===== config.mk =====
export PLATFORM = sky130hd
export DESIGN_NAME = adc0804_sampler_flat
export DESIGN_NICKNAME = d
export VERILOG_FILES = /design/src/rtl/adc0804_sampler_if.sv /design/src/rtl/adc0804_sampler.sv /design/src/flat_wrapper.sv
export SDC_FILE = /design/constraint.sdc
export NUM_CORES = 1
export LEC_CHECK = 0
export CAP_MARGIN = 40
export CORE_ASPECT_RATIO = 2
export CORE_UTILIZATION = 45
export DETAILED_ROUTE_END_ITERATION = 7
export RECOVER_POWER = 100
export SYNTH_ARGS = -nofsm -noshare
export SYNTH_HDL_FRONTEND = slang
export SYNTH_SLANG_ARGS = --single-unit

===== constraint.sdc =====
create_clock -name clk -period 6.4 [get_ports clk]
set_clock_uncertainty 0.1 [all_clocks]
set_input_delay 0.64 -clock clk [delete_from_list [all_inputs] [get_ports clk]]
set_output_delay 0.64 -clock clk [all_outputs]
set_load 0.05 [all_outputs]

===== src/rtl/adc0804_sampler_if.sv =====
`timescale 1ns/1ps
`default_nettype none
// ============================================================================
//  Module   : adc0804_sampler_if
//  Purpose  : Bundles the ADC0804 pins (intr, adc, adc_wr, adc_rd) and the
//             downstream result handshake (temp_bin, temp_bcd, sample_valid,
//             sample_ready, timeout_err).
//  Modports : master - the sampler (drives strobes and results)
//             slave  - ADC + downstream consumer side
//  Revision : 1.0 - initial release
// ============================================================================
interface adc0804_sampler_if;
    logic        intr;          // ADC INTR, asynchronous, high = converting
    logic [7:0]  adc;           // ADC data bus
    logic        adc_wr;        // active-low start-conversion strobe
    logic        adc_rd;        // active-low ADC output enable
    logic [8:0]  temp_bin;      // temperature, binary degrees C
    logic [11:0] temp_bcd;      // {hundreds, tens, ones}
    logic        sample_valid;  // result available
    logic        sample_ready;  // downstream accepts result
    logic        timeout_err;   // sticky conversion-timeout flag

    modport master (
        input  intr, adc, sample_ready,
        output adc_wr, adc_rd, temp_bin, temp_bcd, sample_valid, timeout_err
    );

    modport slave (
        output intr, adc, sample_ready,
        input  adc_wr, adc_rd, temp_bin, temp_bcd, sample_valid, timeout_err
    );
endinterface
`default_nettype wire


===== src/rtl/adc0804_sampler.sv =====
`timescale 1ns/1ps
`default_nettype none
// ============================================================================
//  Module   : adc0804_sampler
//  Purpose  : Paces ADC0804 conversions, runs the WR/INTR/RD handshake,
//             scales the 8-bit code to whole degrees C ((code*500)>>8) and
//             converts it to three BCD digits, then offers the result over a
//             valid/ready handshake.
//  Ports    : clk  - system clock
//             rst  - asynchronous active-low reset
//             bus  - adc0804_sampler_if.master (ADC pins + result handshake)
//  Revision : 1.0 - initial release
// ============================================================================
module adc0804_sampler #(
    parameter int SAMPLE_GAP  = 50000,
    parameter int WR_LOW_CYC  = 4,
    parameter int RD_CYC      = 4,
    parameter int TIMEOUT_CYC = 100000
) (
    input  wire logic           clk,
    input  wire logic           rst,
    adc0804_sampler_if.master   bus
);

    localparam int GAP_W = $clog2(SAMPLE_GAP + 1);
    localparam int WR_W  = $clog2(WR_LOW_CYC + 1);
    localparam int RD_W  = $clog2(RD_CYC + 1);
    localparam int TO_W  = $clog2(TIMEOUT_CYC + 1);

    typedef enum logic [2:0] {
        S_IDLE      = 3'd0,
        S_START     = 3'd1,
        S_WAIT_BUSY = 3'd2,
        S_WAIT_DONE = 3'd3,
        S_READ      = 3'd4,
        S_CONV      = 3'd5,
        S_BCD       = 3'd6,
        S_HOLD      = 3'd7
    } state_t;

    state_t             state_q,    state_d;
    logic [GAP_W-1:0]   gap_cnt_q,  gap_cnt_d;
    logic [WR_W-1:0]    wr_cnt_q,   wr_cnt_d;
    logic [RD_W-1:0]    rd_cnt_q,   rd_cnt_d;
    logic [TO_W-1:0]    to_cnt_q,   to_cnt_d;
    logic [3:0]         bit_cnt_q,  bit_cnt_d;
    logic               intr_s1_q,  intr_s1_d;
    logic               intr_s2_q,  intr_s2_d;
    logic [7:0]         code_q,     code_d;
    logic [20:0]        scratch_q,  scratch_d;
    logic               adc_wr_q,   adc_wr_d;
    logic               adc_rd_q,   adc_rd_d;
    logic [8:0]         temp_bin_q, temp_bin_d;
    logic [11:0]        temp_bcd_q, temp_bcd_d;
    logic               valid_q,    valid_d;
    logic               err_q,      err_d;

    logic [16:0]        w_prod;
    logic [20:0]        w_bcd_adj;
    logic [20:0]        w_bcd_shift;
    logic               w_timeout;

    // code * 500 never exceeds 127500, so 17 bits hold it exactly.
    assign w_prod    = {9'd0, code_q} * 17'd500;
    assign w_timeout = (to_cnt_q == TO_W'(TIMEOUT_CYC - 1));

    // One double-dabble step: digits >= 5 get +3 before the left shift.
    always_comb begin
        w_bcd_adj = scratch_q;
        if (w_bcd_adj[20:17] >= 4'd5) w_bcd_adj[20:17] = w_bcd_adj[20:17] + 4'd3;
        if (w_bcd_adj[16:13] >= 4'd5) w_bcd_adj[16:13] = w_bcd_adj[16:13] + 4'd3;
        if (w_bcd_adj[12:9]  >= 4'd5) w_bcd_adj[12:9]  = w_bcd_adj[12:9]  + 4'd3;
        w_bcd_shift = {w_bcd_adj[19:0], 1'b0};
    end

    always_comb begin
        state_d    = state_q;
        gap_cnt_d  = gap_cnt_q;
        wr_cnt_d   = wr_cnt_q;
        rd_cnt_d   = rd_cnt_q;
        to_cnt_d   = to_cnt_q;
        bit_cnt_d  = bit_cnt_q;
        intr_s1_d  = bus.intr;
        intr_s2_d  = intr_s1_q;
        code_d     = code_q;
        scratch_d  = scratch_q;
        adc_wr_d   = adc_wr_q;
        adc_rd_d   = adc_rd_q;
        temp_bin_d = temp_bin_q;
        temp_bcd_d = temp_bcd_q;
        valid_d    = valid_q;
        err_d      = err_q;

        case (state_q)
            S_IDLE: begin
                if (gap_cnt_q == GAP_W'(SAMPLE_GAP - 1)) begin
                    gap_cnt_d = '0;
                    state_d   = S_START;
                end else begin
                    gap_cnt_d = gap_cnt_q + 1'b1;
                end
            end
            // The counter runs 0..WR_LOW_CYC; the first START cycle pulls WR
            // low, so the low pulse is exactly WR_LOW_CYC cycles.
            S_START: begin
                if (wr_cnt_q == WR_W'(WR_LOW_CYC)) begin
                    adc_wr_d = 1'b1;
                    wr_cnt_d = '0;
                    to_cnt_d = '0;
                    state_d  = S_WAIT_BUSY;
                end else begin
                    adc_wr_d = 1'b0;
                    wr_cnt_d = wr_cnt_q + 1'b1;
                end
            end
            // Timeout wins here so the counter can never run past its limit
            // on the way into WAIT_DONE.
            S_WAIT_BUSY: begin
                if (w_timeout) begin
                    err_d     = 1'b1;
                    to_cnt_d  = '0;
                    gap_cnt_d = '0;
                    state_d   = S_IDLE;
                end else begin
                    to_cnt_d = to_cnt_q + 1'b1;
                    if (intr_s2_q) state_d = S_WAIT_DONE;
                end
            end
            S_WAIT_DONE: begin
                if (!intr_s2_q) begin
                    to_cnt_d = '0;
                    state_d  = S_READ;
                end else if (w_timeout) begin
                    err_d     = 1'b1;
                    to_cnt_d  = '0;
                    gap_cnt_d = '0;
                    state_d   = S_IDLE;
                end else begin
                    to_cnt_d = to_cnt_q + 1'b1;
                end
            end
            // Data is taken on the edge that releases RD, i.e. while the ADC
            // outputs are still enabled.
            S_READ: begin
                if (rd_cnt_q == RD_W'(RD_CYC)) begin
                    adc_rd_d = 1'b1;
                    rd_cnt_d = '0;
                    code_d   = bus.adc;
                    state_d  = S_CONV;
                end else begin
                    adc_rd_d = 1'b0;
                    rd_cnt_d = rd_cnt_q + 1'b1;
                end
            end
            S_CONV: begin
                temp_bin_d = w_prod[16:8];
                scratch_d  = {12'd0, w_prod[16:8]};
                bit_cnt_d  = 4'd0;
                state_d    = S_BCD;
            end
            S_BCD: begin
                scratch_d = w_bcd_shift;
                if (bit_cnt_q == 4'd8) begin
                    temp_bcd_d = w_bcd_shift[20:9];
                    valid_d    = 1'b1;
                    state_d    = S_HOLD;
                end else begin
                    bit_cnt_d = bit_cnt_q + 4'd1;
                end
            end
            S_HOLD: begin
                if (valid_q && bus.sample_ready) begin
                    valid_d   = 1'b0;
                    err_d     = 1'b0;
                    gap_cnt_d = '0;
                    state_d   = S_IDLE;
                end
            end
            default: state_d = S_IDLE;
        endcase
    end

    always_ff @(posedge clk or negedge rst) begin
        if (!rst) begin
            state_q    <= S_IDLE;
            gap_cnt_q  <= '0;
            wr_cnt_q   <= '0;
            rd_cnt_q   <= '0;
            to_cnt_q   <= '0;
            bit_cnt_q  <= '0;
            intr_s1_q  <= 1'b0;
            intr_s2_q  <= 1'b0;
            code_q     <= '0;
            scratch_q  <= '0;
            adc_wr_q   <= 1'b1;
            adc_rd_q   <= 1'b1;
            temp_bin_q <= '0;
            temp_bcd_q <= '0;
            valid_q    <= 1'b0;
            err_q      <= 1'b0;
        end else begin
            state_q    <= state_d;
            gap_cnt_q  <= gap_cnt_d;
            wr_cnt_q   <= wr_cnt_d;
            rd_cnt_q   <= rd_cnt_d;
            to_cnt_q   <= to_cnt_d;
            bit_cnt_q  <= bit_cnt_d;
            intr_s1_q  <= intr_s1_d;
            intr_s2_q  <= intr_s2_d;
            code_q     <= code_d;
            scratch_q  <= scratch_d;
            adc_wr_q   <= adc_wr_d;
            adc_rd_q   <= adc_rd_d;
            temp_bin_q <= temp_bin_d;
            temp_bcd_q <= temp_bcd_d;
            valid_q    <= valid_d;
            err_q      <= err_d;
        end
    end

    assign bus.adc_wr       = adc_wr_q;
    assign bus.adc_rd       = adc_rd_q;
    assign bus.temp_bin     = temp_bin_q;
    assign bus.temp_bcd     = temp_bcd_q;
    assign bus.sample_valid = valid_q;
    assign bus.timeout_err  = err_q;

endmodule
`default_nettype wire


===== src/flat_wrapper.sv =====
// flat-port wrapper written by rule: the top's interface ports become plain ports
module adc0804_sampler_flat 
#(
    parameter int SAMPLE_GAP  = 50000,
    parameter int WR_LOW_CYC  = 4,
    parameter int RD_CYC      = 4,
    parameter int TIMEOUT_CYC = 100000
)
  (clk, rst, bus_intr, bus_adc, bus_sample_ready, bus_adc_wr, bus_adc_rd, bus_temp_bin, bus_temp_bcd, bus_sample_valid, bus_timeout_err);
  adc0804_sampler_if bus_i ();
  input  wire logic clk;
  input  wire logic rst;
  input wire logic [$bits(bus_i.intr)-1:0] bus_intr;
  input wire logic [$bits(bus_i.adc)-1:0] bus_adc;
  input wire logic [$bits(bus_i.sample_ready)-1:0] bus_sample_ready;
  output wire logic [$bits(bus_i.adc_wr)-1:0] bus_adc_wr;
  output wire logic [$bits(bus_i.adc_rd)-1:0] bus_adc_rd;
  output wire logic [$bits(bus_i.temp_bin)-1:0] bus_temp_bin;
  output wire logic [$bits(bus_i.temp_bcd)-1:0] bus_temp_bcd;
  output wire logic [$bits(bus_i.sample_valid)-1:0] bus_sample_valid;
  output wire logic [$bits(bus_i.timeout_err)-1:0] bus_timeout_err;
  assign bus_i.intr = bus_intr;
  assign bus_i.adc = bus_adc;
  assign bus_i.sample_ready = bus_sample_ready;
  assign bus_adc_wr = bus_i.adc_wr;
  assign bus_adc_rd = bus_i.adc_rd;
  assign bus_temp_bin = bus_i.temp_bin;
  assign bus_temp_bcd = bus_i.temp_bcd;
  assign bus_sample_valid = bus_i.sample_valid;
  assign bus_timeout_err = bus_i.timeout_err;
  adc0804_sampler #(.SAMPLE_GAP(SAMPLE_GAP), .WR_LOW_CYC(WR_LOW_CYC), .RD_CYC(RD_CYC), .TIMEOUT_CYC(TIMEOUT_CYC)) u_core (.clk(clk), .rst(rst), .bus(bus_i));
endmodule

Word level (Yosys, flattened, before mapping)

Cells that the tools add are included.

Word-level logic and storage cells: 99
Register bits: 102
Input bits: 12

Reduce and logical (&&, ||, !) cells: 15
Multipliers: 1
$lt $le $gt $ge: 3
$add $sub $neg: 8
Equal/unequal tests: 21
Multiplexer cells: 35

Operators with widths:

| cell                                                              | number |
|---|---|
| two-way mux 16 bit                                                | 4 |
| one-hot mux 16 bit (4 select lines)                               | 1 |
| two-way mux 17 bit                                                | 3 |
| one-hot mux 17 bit (3 select lines)                               | 1 |
| one-hot mux 21 bit (2 select lines)                               | 1 |
| two-way mux 3 bit                                                 | 12 |
| one-hot mux 3 bit (8 select lines)                                | 1 |
| equality test 3 bit, second input constant                        | 6 |
| adder 17 x 1 -> 17 bit, second input constant                     | 1 |
| equality test 17 bit, second input constant                       | 1 |
| adder 16 x 1 -> 16 bit, second input constant                     | 1 |
| equality test 16 bit, second input constant                       | 1 |
| multiplier 8 x 7 -> 15 bit, second input constant                 | 1 |
| greater-or-equal comparator 4 x 3 -> 1 bit, second input constant | 3 |
| two-way mux 4 bit                                                 | 3 |
| != test 2 x 1 -> 1 bit, second input constant                     | 6 |
| AND reduction 3 bit                                               | 3 |
| adder 4 x 2 -> 4 bit, second input constant                       | 2 |
| one-hot mux 4 bit (2 select lines)                                | 1 |
| AND reduction 2 bit                                               | 4 |
| AND reduction 7 bit                                               | 1 |
| adder 3 x 1 -> 3 bit, second input constant                       | 2 |
| equality test 3 x 2 -> 1 bit, second input constant               | 2 |
| two-way mux 1 bit                                                 | 6 |
| other kinds (14)                                                  | 16 |

Longest topological paths before layout

Depth after elaboration: 4
Mapped depth: 14
Gate-level depth less buffers: 14

Worst setup path before layout

No wires, ideal clock.

Path kind: register to register
From: register u_core.code_q[1]
To: register u_core.temp_bin_q[7] (netlist: u_core.bus.temp_bin[7])
Arrival: 3730 ps
Path buffers: 0
Slack: 2435 ps
Stages on the path, launching flop included: 14
Cells stage by stage: dfrtp_1 -> fa_1 -> inv_1 -> fa_1 -> fa_1 -> fa_1 -> inv_1 -> ha_1 -> and3_1 -> o211a_1 -> o211ai_1 -> nand2_1 -> mux2i_1 -> nand4_1

Cells in the longest elaborated chain, start to end: 1

RTL lines:

| element                    | line                   | RTL |
|---|---|---|
| from (decl)                | adc0804_sampler.sv:49  | `logic [7:0] code_q, code_d;` |
| from (signal assigned)     | adc0804_sampler.sv:210 | `code_q <= code_d;` |
| multiplier 8 x 7 -> 15 bit | adc0804_sampler.sv:64  | `assign w_prod = {9'd0, code_q} * 17'd500;` |
| to (signal assigned)       | adc0804_sampler.sv:214 | `temp_bin_q <= temp_bin_d;` |
| to (decl)                  | adc0804_sampler.sv:53  | `logic [8:0] temp_bin_q, temp_bin_d;` |

No other way between the ends.
A chain may end at the register's enable or synchronous reset.

Final worst setup path

Ends and elaborated chain as after synthesis.

==> reports/summary.txt <==
Outcome: finished, violations left
Violations in the final reports: capacitance limit, slew limit
# nets final: 788
DP Area: 6840 um2
Vias per Instance: 5.45
Die Y: 169 um
Final hold violation count: 0
Critical path arrival: 4400 ps
Synth async-reset ratio: 1.00
H-tree Lvls: 3
First-pass GRT wire length: 22300 um
Overflow after GRT: 0
# diodes: 0
Most frequent cells in the layout: nand2_1 (106), dfrtp_1 (100), o21ai_0 (59)
CP delay by family, top: adder cells
Placed insts: 880
Port-buffer cells: 36
WL final: 12900 um
CP Max Fanout: 6
Final Wtd Congestion: 0.797
Yosys top cell by area: dfrtp_1
Post-CTS setup buffers: 0
Vias in the first global route: 4970
CTS Root Buffer Type: clkbuf_16
Non-filler cells, final: 896
ANT nets after route: 0
CTS Sinks: 102
Crit path max-delay cell type: fa_1
Worst slew pin tran: 2080 ps
Crit-path cells: fa_1 > inv_1 > fa_1 > fa_1 > fa_1 > inv_1 > ha_1 > a21oi_1 > o21ai_0 > o211ai_1 > nand2_1 > mux2i_1 > nand4_1
Die area: 14500 um2
Worst-path clk slew: 70 ps
Crit path buf inv count: 2
Post-cts resize count: 0
Max Cap Violations: 1
Cell mode on critical path: fa_1
CP Launch Type: register
Largest stage delay, worst path: 570 ps
Max_slew headroom: -0.388
Setup CP Type: register to register
FF+latch count, synth: 102
# DRC: 0
FP Rows: 60
Post-Syn Area: 6300 um2
YS warnings: 0
Total track usage: 0.191
Post-Syn Instances: 675
WL/cell: 14.4 um
Final core utilization: 0.524
Worst hold-check path type: register to register
Final Max Slew Viols: 37
Most common cell after layout, fill and taps aside: nand2_1
Initial Util: 0.463
Commonest register cell after synthesis: dfrtp_1
Area contributors post-synth: dfrtp_1 (40%), ha_1 (10%), fa_1 (6.4%)
Clk buf depth: 2
Initial DRT Pass Iterations: 4
Area Growth Syn to Fin: 13.1%
CP Data Required Time: 6510 ps
Initial antenna violation count: 0
Clk_lat worst skew: 340 ps
Width of the die: 85.7 um
Mean Syn Cell Area: 9.33 um2
DP Wirelength: 9650 um
Critical Path End Type: register
Total CTS buffers: 9
Post-route cell area: 7120 um2
Drt initial violations: 167
Setup TNS: 0 ps
Final setup vio count: 0
Ratio of cells with drive above 1 in the final layout: 0.0394
Synth Net Count: 758
Post-synth top area share: 0.397
Unrepaired setup endpoints after global routing: no
Sequential share of the synthesized area: 0.406
CTS tree: yes
Post-synth EDFFs: 0
Fin crit share: 0.669
Via count: 4884
CTS Hold Bufs: 0
Synth cell types: 58
I/O Pins: 37
Final min period: 4280 ps
Core ar.: 13600 um2
Pin count of the biggest net entering global routing: 42
Max frequency: 233 MHz
worst paths after layout:
| path | start | endpoint | slack (ps) | cells after the start |
|---|---|---|---|---|
| min in group asynchronous | rst | u_core.bus.temp_bcd[10] | 520 | 1 |
| worst max register to register | u_core.code_q[1] | u_core.bus.temp_bin[7] | 2120 | 13 |
| max in group asynchronous | rst | u_core.gap_cnt_q[8] | 3080 | 2 |
| worst min-delay path | u_core.intr_s1_q | u_core.intr_s2_q | 270 | 0 |
| worst max-delay path | u_core.code_q[1] | u_core.bus.temp_bin[7] | 2120 | 13 |
| worst min register to register | u_core.intr_s1_q | u_core.intr_s2_q | 270 | 0 |
cell families (layout without fill, tap and decap cells):
logic type | after synthesis | in the layout | synth area share
AO/OA/AOI/OAI | 167 | 167 | 0.166
XOR/XNOR | 15 | 15 | 0.0209
adder cells (fa/ha/maj) | 71 | 71 | 0.165
buffers and inverters | 74 | 109 | 0.0475
flip-flops | 102 | 102 | 0.406
multiplexers | 9 | 9 | 0.0155
AND/OR/NAND/NOR | 237 | 237 | 0.180
per-stage QoR:
step                      worst slack, ps  hold WS [ps]
after detailed placement             2140           254
final                                2120           274
after CTS                            2100           105
after floorplan                      2440           231
after global placement               2260           241
after global routing                 1910           285
cell type report:
cell class                 count  area, um2
clock buffer                  11        233
clock inverter                 5        106
fill                        1260       6460
inverter                      50        188
multi-input combinational    499       3410
sequential                   102       2550
tap                          186        233
timing repair buffer          43        400
registers in the layout, indices dropped and copies added, names as in the netlist:
register / count
u_core.bus.temp_bin: 9
u_core.code_q: 8
u_core.bit_cnt_q: 4
u_core.bus.timeout_err: 1
u_core.rd_cnt_q: 3
u_core.state_q: 3
u_core.intr_s2_q: 1
u_core.bus.adc_rd: 1
u_core.wr_cnt_q: 3
u_core.bus.sample_valid: 1
u_core.to_cnt_q: 17
u_core.intr_s1_q: 1
u_core.scratch_q: 21
u_core.gap_cnt_q: 16
u_core.bus.temp_bcd: 12
u_core.bus.adc_wr: 1
Yosys cell counts, types with 7 or more instances:
cell type,instances
nand4_1,10
nor3_1,8
fa_1,20
o21ai_0,38
and3_1,14
ha_1,51
xnor2_1,8
nor2_1,33
nand2b_1,12
a21oi_1,29
dfrtp_1,100
inv_1,49
xor2_1,7
clkbuf_1,18
nand3_1,20
o31ai_1,7
o21ai_1,36
nand2_1,105
a31oi_1,12
metal layers:
metal | track usage | share of wire | vias to the layer above
met3 | 0.0229 | 0.021 | 16
met4 | 0.0645 | 0.017 | 0
met1 | 0.209 | 0.40 | 2390
met5 | 0 | 0 | -
li1 | - | - | 2408
met2 | 0.371 | 0.56 | 70
Power is left out: the tool's default activity adds up to more than one toggle a clock period on the data nets, which glitch-free logic cannot reach.
